[config.mk]
export PLATFORM = sky130hd
export DESIGN_NAME = clkbuf_branch_gate_ctrl_flat
export DESIGN_NICKNAME = d
export VERILOG_FILES = /design/src/rtl/clkbuf_branch_gate_ctrl_if.sv /design/src/rtl/clkbuf_branch_gate_ctrl.sv /design/src/flat_wrapper.sv
export SDC_FILE = /design/constraint.sdc
export NUM_CORES = 1
export LEC_CHECK = 0
export ABC_AREA = 1
export ABC_CLOCK_PERIOD_IN_PS = 1600
export BUFFER_PORTS_ARGS = -buffer_cell sky130_fd_sc_hd__buf_2
export CAP_MARGIN = 10
export CELL_PAD_IN_SITES_DETAIL_PLACEMENT = 0
export CELL_PAD_IN_SITES_GLOBAL_PLACEMENT = 1
export CORE_MARGIN = 10
export CORE_UTILIZATION = 39
export CTS_BUF_LIST = sky130_fd_sc_hd__clkbuf_16
export CTS_CLUSTER_SIZE = 25
export DETAILED_ROUTE_END_ITERATION = 16
export PLACE_DENSITY_LB_ADDON = 0.1
export SYNTH_ARGS = -nofsm -noshare
export SYNTH_HDL_FRONTEND = slang
export SYNTH_SLANG_ARGS = --single-unit
[constraint.sdc]
create_clock -name CLK -period 1.6 [get_ports CLK]
set_input_delay 0.16 -clock CLK [delete_from_list [all_inputs] [get_ports CLK]]
set_output_delay 0.16 -clock CLK [all_outputs]
set_load 0.02 [all_outputs]
[src/rtl/clkbuf_branch_gate_ctrl_if.sv]
// clkbuf_branch_gate_ctrl_if: request/grant bundle between requesters and the branch gate scheduler
interface clkbuf_branch_gate_ctrl_if #(parameter int NREQ = 4);
  logic [NREQ-1:0] REQ;
  logic            FORCE_ON;
  logic            GATE_EN;
  logic [NREQ-1:0] ACK;
  logic            BUSY;
  logic [1:0]      STATE;
  modport master (output REQ, FORCE_ON, input GATE_EN, ACK, BUSY, STATE);
  modport slave  (input REQ, FORCE_ON, output GATE_EN, ACK, BUSY, STATE);
endinterface

[src/rtl/clkbuf_branch_gate_ctrl.sv]
// clkbuf_branch_gate_ctrl: sequences one shared clock-gate branch through off/wake/on/hold and grants requesters once the branch clock is stable
module clkbuf_branch_gate_ctrl #(
  parameter int NREQ     = 4,
  parameter int WAKE_CYC = 2,
  parameter int HOLD_CYC = 8,
  parameter int CW       = 4
) (
  input logic                     CLK,
  input logic                     RESETB,
  clkbuf_branch_gate_ctrl_if.slave bus
);
  typedef enum logic [1:0] {OFF = 2'd0, WAKE = 2'd1, ON = 2'd2, HOLD = 2'd3} state_t;
  state_t          state_q, state_d;
  logic [CW-1:0]   cnt_q, cnt_d;
  logic            gate_q, gate_d;
  logic            busy_q, busy_d;
  logic [NREQ-1:0] ack_q, ack_d;
  logic            any;
  always_comb begin
    any     = |bus.REQ | bus.FORCE_ON;
    state_d = state_q;
    cnt_d   = cnt_q;
    gate_d  = gate_q;
    ack_d   = '0;
    case (state_q)
      OFF: begin
        gate_d  = any;
        state_d = any ? WAKE : OFF;
        cnt_d   = any ? CW'(WAKE_CYC - 1) : cnt_q;
      end
      WAKE: begin
        gate_d  = 1'b1;
        cnt_d   = (cnt_q != '0) ? cnt_q - 1'b1 : cnt_q;
        state_d = (cnt_q != '0) ? WAKE : ON;
        ack_d   = (cnt_q != '0) ? '0 : bus.REQ;
      end
      ON: begin
        gate_d  = 1'b1;
        state_d = any ? ON : HOLD;
        ack_d   = any ? bus.REQ : '0;
        cnt_d   = any ? cnt_q : CW'(HOLD_CYC - 1);
      end
      HOLD: begin
        // a pending request always beats shutdown, even when cnt has expired
        gate_d  = any || (cnt_q != '0);
        state_d = any ? ON : ((cnt_q != '0) ? HOLD : OFF);
        ack_d   = any ? bus.REQ : '0;
        cnt_d   = (!any && cnt_q != '0) ? cnt_q - 1'b1 : cnt_q;
      end
      default: begin
        state_d = OFF;
        gate_d  = 1'b0;
      end
    endcase
    busy_d = (state_d != OFF);
  end
  always_ff @(posedge CLK or negedge RESETB) begin
    if (!RESETB) begin
      state_q <= OFF;
      cnt_q   <= '0;
      gate_q  <= 1'b0;
      busy_q  <= 1'b0;
      ack_q   <= '0;
    end else begin
      state_q <= state_d;
      cnt_q   <= cnt_d;
      gate_q  <= gate_d;
      busy_q  <= busy_d;
      ack_q   <= ack_d;
    end
  end
  assign bus.GATE_EN = gate_q;
  assign bus.ACK     = ack_q;
  assign bus.BUSY    = busy_q;
  assign bus.STATE   = state_q;
endmodule

[src/flat_wrapper.sv]
// flat-port wrapper written by rule: the top's interface ports become plain ports
module clkbuf_branch_gate_ctrl_flat 
#(
  parameter int NREQ     = 4,
  parameter int WAKE_CYC = 2,
  parameter int HOLD_CYC = 8,
  parameter int CW       = 4
)
  (CLK, RESETB, bus_REQ, bus_FORCE_ON, bus_GATE_EN, bus_ACK, bus_BUSY, bus_STATE);
  clkbuf_branch_gate_ctrl_if #(.NREQ(NREQ)) bus_i ();
  input logic CLK;
  input logic RESETB;
  input wire logic [$bits(bus_i.REQ)-1:0] bus_REQ;
  input wire logic [$bits(bus_i.FORCE_ON)-1:0] bus_FORCE_ON;
  output wire logic [$bits(bus_i.GATE_EN)-1:0] bus_GATE_EN;
  output wire logic [$bits(bus_i.ACK)-1:0] bus_ACK;
  output wire logic [$bits(bus_i.BUSY)-1:0] bus_BUSY;
  output wire logic [$bits(bus_i.STATE)-1:0] bus_STATE;
  assign bus_i.REQ = bus_REQ;
  assign bus_i.FORCE_ON = bus_FORCE_ON;
  assign bus_GATE_EN = bus_i.GATE_EN;
  assign bus_ACK = bus_i.ACK;
  assign bus_BUSY = bus_i.BUSY;
  assign bus_STATE = bus_i.STATE;
  clkbuf_branch_gate_ctrl #(.NREQ(NREQ), .WAKE_CYC(WAKE_CYC), .HOLD_CYC(HOLD_CYC), .CW(CW)) u_core (.CLK(CLK), .RESETB(RESETB), .bus(bus_i));
endmodule
==> summary.txt, run 1 <==
Final layout
  • Most common cell after layout, fill and taps aside: nand2_1
  • # nets final: 133
  • Commonest cells after routing, fill and taps aside: nand2_1, inv_1, buf_2, nor2_1, dfrtp_1
  • Sequential standard cell area: 302 um^2
  • Fraction of layout cells with a size suffix above 1: 0.288
  • N_diodes: 0
  • End-of-flow core utilization: 0.514
  • Multi-input logic area: 428 um^2
  • Fillers: 215
  • Layout Cells excl Fill: 145
  • Layout area overhead: 25.3%

Critical path
  • Crit path from: u_core.bus.STATE[0]
  • Worst Path Max Fanout: 6
  • Critical Path AT: 1.58 ns
  • Classification of the worst setup path: flip-flop to flip-flop
  • Critical path endpoint category: flip-flop
  • Critical path required time: 1.72 ns
  • Worst setup SP type: flip-flop
  • Critical R2R Launch: u_core.bus.STATE[0]

Timing
  • Final Hold Fails: 0
  • Worst-Margin Slew: 0.269 ns
  • Share of the clock period used by the worst path: 0.912
  • Final setup vio count: 0
  • Final Max Slew Viols: 0
  • Fmax: 0.685 GHz
  • Rel. slew slack: 0.821
  • Post-route minimum period: 1.46 ns
  • Worst hold slack: 0.162 ns
  • Final WS setup: 0.140 ns
  • Unrepaired setup endpoints after global routing: no
  • Setup TNS: 0 ns
  • Clock skew: 0.00139 ns

Routing
  • DRT Wirelength: 1670 um
  • Initial DRC Count: 11
  • Drt pass-1 iters: 3
  • Detailed-route via count: 650
  • Vias/cell: 4.48
  • Remaining routing DRC violations: 0
  • Wirelength per Cell: 11.5 um
  • Routed Antenna Nets: 0

Logic synthesis
  • Netlist cell types: 17
  • XOR/XNOR share of the synthesized area: 0.0110
  • Largest area contributor in the netlist: dfrtp_1
  • Largest cells by area after synthesis: dfrtp_1, nand2_1, ha_1, inv_1, nor2_1
  • Yosys top cell area share: 0.377
  • Synthesized area: 796 um^2
  • Ys Warns: 0
  • Cells after Synth: 98
  • Mapped Nets: 112
  • Mux share of post-synthesis cell area: 0
  • Seq/Total Area, Yosys: 0.377
  • Largest family of logic cells by synthesized area: simple AND/OR/NAND/NOR gates
  • Post-Synth Simple-Gate Area: 0.360
  • Synth Area in Adders: 0.110
  • Synth Area in Compound Gates: 0.0566
  • Synth Register Bits: 12
  • Synth Area per Inst: 8.12 um^2

Floorplan
  • Die Area: 4250 um^2
  • Core area: 1940 um^2
  • Top Ports: 15
  • Die Height: 65.2 um
  • Starting Density: 0.410
  • Die width: 65.2 um
  • Std cell rows: 16

Clocking
  • Setup Fix Bufs, Post-CTS: 0
  • Clock slew at reported path FFs: 0.04 ns
  • Clock sink count: 12
  • CTS H-tree lvls: 1
  • Cts bufs inserted: 3
  • Longest Clk Path Bufs: 2
  • Clock Latency Late Sink: 0.24 ns
  • TritonCTS clock tree: built
  • Root buf cell: clkbuf_16

Power and ir drop
  • Internal power: 1.14 mW
  • Switching share of power: 0.444
  • Leakage: 0.563 nW
  • Clock power frac: 0.219
  • Sw Pwr: 912 uW
  • Sequential Power Share: 0.258
  • Combinational Power Share: 0.523
  • Pwr Density: 2060 nW/um^2
  • Worst IR drop on VDD: 1.14 mV

Placement
  • Placed insts: 140
  • Port Buffer Count: 14
  • Gpl congestion: 0.788
  • Pre-CTS setup slack: 0.0625 ns
  • Detailed placement HPWL: 1390 um

Status
  • Outcome: finished, final reports clean

Global route
  • Total track usage: 0.0867
  • Largest net degree at the start of global routing: 13
  • Total gr overflow: 0
  • Antenna violations before repair: 0
  • Vias in the first global route: 687
  • First-pass GRT wire length: 3010 um

Min path
  • Min-delay worst type: input port to flip-flop
  • Hold Path Origin: bus_REQ[3]

Run
  • Max_cap viols: 0
-- metal layers --
layer / share of wire / vias to the layer above / global-route usage / routed length (um)
met3: 0.049 / 0 / 0.0339 / 81
met5: 0 / - / 0 / 0
li1: - / 344 / - / -
met1: 0.42 / 292 / 0.0980 / 706
met4: 0 / 0 / 0.0241 / 0
met2: 0.53 / 14 / 0.148 / 882
-- worst max-delay path: stages (launching register included) --
cell and delay (ns):
dfrtp_2 0.41, inv_1 0.13, ha_1 0.25, inv_1 0.06, nand4_1 0.10, nand2_2 0.15, nand3_2 0.13, nand2_1 0.08
nand2_1 0.05
-- through the flow --
stage | instance area [um^2] | total power [mW]
6_report | 997 | 2.06
5_1_grt | 997 | 2.27
4_1_cts | 996 | 2.09
3_5_place_dp | 907 | 1.62
3_3_place_gp | 907 | 1.62
2_1_floorplan | 796 | 1.33
-- synthesized netlist by cell type --
cell,count
nand2_1,26
inv_1,16
dfrtp_1,12
nor2_1,12
ha_1,7
nand4_1,5
nand2_2,3
nor2_4,3
a21oi_1,2
inv_2,2
nand2_4,2
nand3_2,2
o21ai_0,2
nand3_4,1
o21ai_2,1
o21ai_4,1
xor2_1,1
-- worst paths after layout --
path	to	slack [ns]	cells after the start
max	u_core.cnt_q[3]	0.14	8
min	u_core.bus.ACK[3]	0.16	3
max reg2reg	u_core.cnt_q[3]	0.14	8
min reg2reg	u_core.cnt_q[0]	0.49	2
max in group asynchronous	u_core.bus.STATE[0]	1.04	2
min in group asynchronous	u_core.cnt_q[2]	0.33	2
-- timing repair --
item / in CTS / in global routing
hold endpoints to repair: 12 / 0
gates resized for setup: 0 / 1
hold buffers: 1 / 0
endpoints found under the setup margin: 0 / 4
-- layout make-up --
cell class,count,area share
Clock buffer,3,0.0753
Clock inverter,1,0.00376
Inverter,18,0.0678
Multi-Input combinational cell,68,0.429
Sequential cell,12,0.302
Tap cell,27,0.0339
Timing Repair Buffer,16,0.0878
-- power by group through the flow --
| stage | registers, mW | logic, mW | clock network, mW |
|---|---|---|---|
| floorplan | 0.606 | 0.728 | 0 |
| global placement | 0.534 | 1.09 | 0 |
| detailed placement | 0.534 | 1.09 | 0 |
| CTS | 0.532 | 1.09 | 0.461 |
| global route | 0.551 | 1.24 | 0.481 |
| finish | 0.530 | 1.07 | 0.451 |
-- state kept, by name, summed over array words and instances (netlist names) --
signal and cells:
u_core.cnt_q 4, u_core.bus.GATE_EN 1, u_core.bus.BUSY 1, u_core.bus.STATE 2, u_core.bus.ACK 4
-- cell families after synthesis --
group | after synthesis
adder cells (fa/ha/maj) | 7
AND/OR/NAND/NOR | 54
buffers and inverters | 18
XOR/XNOR | 1
AO/OA/AOI/OAI | 6
flip-flops | 12
Power figures use the tool's default switching activity.
==> run 2, diff against run 1 <==
--- a/config.mk
+++ b/config.mk
@@ -9,14 +9,12 @@
 export ABC_CLOCK_PERIOD_IN_PS = 1600
 export BUFFER_PORTS_ARGS = -buffer_cell sky130_fd_sc_hd__buf_2
 export CAP_MARGIN = 10
-export CELL_PAD_IN_SITES_DETAIL_PLACEMENT = 0
-export CELL_PAD_IN_SITES_GLOBAL_PLACEMENT = 1
 export CORE_MARGIN = 10
-export CORE_UTILIZATION = 39
+export CORE_UTILIZATION = 50
 export CTS_BUF_LIST = sky130_fd_sc_hd__clkbuf_16
 export CTS_CLUSTER_SIZE = 25
 export DETAILED_ROUTE_END_ITERATION = 16
-export PLACE_DENSITY_LB_ADDON = 0.1
+export PLACE_DENSITY = 0.73
 export SYNTH_ARGS = -nofsm -noshare
 export SYNTH_HDL_FRONTEND = slang
 export SYNTH_SLANG_ARGS = --single-unit
==> summary.txt, run 2 (synthesized netlist as in run 1, its figures left out) <==
Power and ir drop
  • Switching share of power: 0.446
  • Worst IR drop on VDD: 1.32 mV
  • Leakage: 0.557 nW
  • Pwr Density: 2100 nW/um^2
  • Sequential Power Share: 0.259
  • Combinational Power Share: 0.518
  • Sw Pwr: 914 uW
  • Internal power: 1.14 mW
  • Clock power frac: 0.223

Routing
  • Wirelength per Cell: 12.1 um
  • Initial DRC Count: 12
  • Routed Antenna Nets: 0
  • DRT Wirelength: 1610 um
  • Vias/cell: 4.83
  • Remaining routing DRC violations: 0
  • Drt pass-1 iters: 4
  • Detailed-route via count: 643

Global route
  • Antenna violations before repair: 0
  • First-pass GRT wire length: 2770 um
  • Total track usage: 0.0971
  • Total gr overflow: 0
  • Largest net degree at the start of global routing: 13
  • Vias in the first global route: 646

Clocking
  • TritonCTS clock tree: built
  • Clock slew at reported path FFs: 0.04 ns
  • Clock sink count: 12
  • Cts bufs inserted: 3
  • Clock Latency Late Sink: 0.24 ns
  • Longest Clk Path Bufs: 2
  • CTS H-tree lvls: 1
  • Setup Fix Bufs, Post-CTS: 0
  • Root buf cell: clkbuf_16

Timing
  • Clock skew: 0.000373 ns
  • Rel. slew slack: 0.825
  • Worst hold slack: 0.165 ns
  • Setup TNS: 0 ns
  • Final setup vio count: 0
  • Final Hold Fails: 0
  • Final Max Slew Viols: 0
  • Fmax: 0.689 GHz
  • Worst-Margin Slew: 0.263 ns
  • Post-route minimum period: 1.45 ns
  • Share of the clock period used by the worst path: 0.907
  • Unrepaired setup endpoints after global routing: no

Final layout
  • End-of-flow core utilization: 0.648
  • # nets final: 132
  • Layout area overhead: 22.6%
  • Commonest cells after routing, fill and taps aside: nand2_1, inv_1, buf_2, nor2_1, dfrtp_1
  • Fraction of layout cells with a size suffix above 1: 0.282
  • Most common cell after layout, fill and taps aside: nand2_1
  • N_diodes: 0

Min path
  • Min-Delay Endpoint: u_core.bus.ACK[2]
  • Hold Path Origin: bus_REQ[2]
  • Min-delay worst type: input port to flip-flop
  • Hold path cells: 3

Floorplan
  • Core area: 1510 um^2
  • Starting Density: 0.528
  • Die width: 59.9 um
  • Std cell rows: 14
  • Top Ports: 15
  • Die Height: 59.9 um
  • Die Area: 3590 um^2

Placement
  • Detailed placement HPWL: 1300 um
  • Port Buffer Count: 14
  • Gpl congestion: 0.903

Critical path
  • Reg2Reg Depth: 8
  • Critical path endpoint category: flip-flop
  • Worst Path Max Fanout: 6
  • Critical Path AT: 1.58 ns
  • Critical path required time: 1.73 ns
  • Classification of the worst setup path: flip-flop to flip-flop
  • Worst setup SP type: flip-flop
  • Critical R2R Launch: u_core.bus.STATE[0]
  • Reg-to-reg setup timing slack: 0.15 ns
  • FF-to-FF End: u_core.cnt_q[1]

Status
  • Outcome: finished, final reports clean

Run
  • Max_cap viols: 0
==> run 2: changes by cell type in the layout (fill, tap and decap cells not counted) <==
| cell | before | now |
|---|---|---|
| buf_4 | 1 | 0 |
==> run 2: how the worst max path moves through the flow <==
stage | start | end
final | u_core.bus.STATE[0] | u_core.cnt_q[1]
after detailed placement | u_core.bus.STATE[0] | u_core.cnt_q[0]
after global routing | u_core.bus.STATE[1] | u_core.cnt_q[1]
after CTS | u_core.bus.STATE[0] | u_core.cnt_q[1]
after floorplan | u_core.bus.STATE[0] | u_core.cnt_q[2]
after global placement | u_core.bus.STATE[0] | u_core.cnt_q[2]
==> run 2: through the flow <==
step / worst slack (ns) / total power [mW] / cell area, um^2 / cells
final: 0.149 / 2.05 / 976 / 133
after global routing: 0.0318 / 2.22 / 976 / 133
after CTS: 0.0730 / 2.06 / 975 / 133
after detailed placement: 0.0982 / 1.60 / 886 / 128
after global placement: 0.134 / 1.57 / 886 / 128
after floorplan: 0.147 / 1.33 / 796 / 98
==> run 2: power groups by stage <==
| stage | clock network, mW | registers (mW) | logic, mW |
|---|---|---|---|
| 6_report | 0.457 | 0.531 | 1.06 |
| 5_1_grt | 0.472 | 0.545 | 1.20 |
| 4_1_cts | 0.454 | 0.532 | 1.07 |
| 3_5_place_dp | 0 | 0.534 | 1.06 |
| 3_3_place_gp | 0 | 0.528 | 1.05 |
| 2_1_floorplan | 0 | 0.606 | 0.728 |
==> run 2: area by class of cell <==
| class | count | area, um^2 |
|---|---|---|
| Fill cell | 130 | 531 |
| Multi-Input combinational cell | 68 | 428 |
| Sequential cell | 12 | 302 |
| Timing Repair Buffer | 15 | 80.1 |
| Clock buffer | 3 | 75.1 |
| Inverter | 18 | 67.6 |
| Tap cell | 16 | 20.0 |
| Clock inverter | 1 | 3.75 |
==> run 2: timing repair <==
action                     CTS  global route
hold buffers                 1             0
setup endpoints to repair    0             4
gates resized for setup      0             1
hold endpoints to repair    12             0
==> run 2: critical path: stages (launching register included) <==
cell,delay [ns]
dfrtp_2,0.41
inv_1,0.12
ha_1,0.22
inv_1,0.06
nand4_1,0.11
nand2_2,0.16
nand3_2,0.12
nand2_1,0.09
nand2_1,0.05
==> run 2: metal layers <==
| layer | GRT usage | up-vias | wire, um |
|---|---|---|---|
| li1 | - | 335 | - |
| met1 | 0.107 | 291 | 694 |
| met2 | 0.171 | 17 | 844 |
| met3 | 0.0360 | 0 | 67 |
| met4 | 0.0224 | 0 | 0 |
| met5 | 0 | - | 0 |
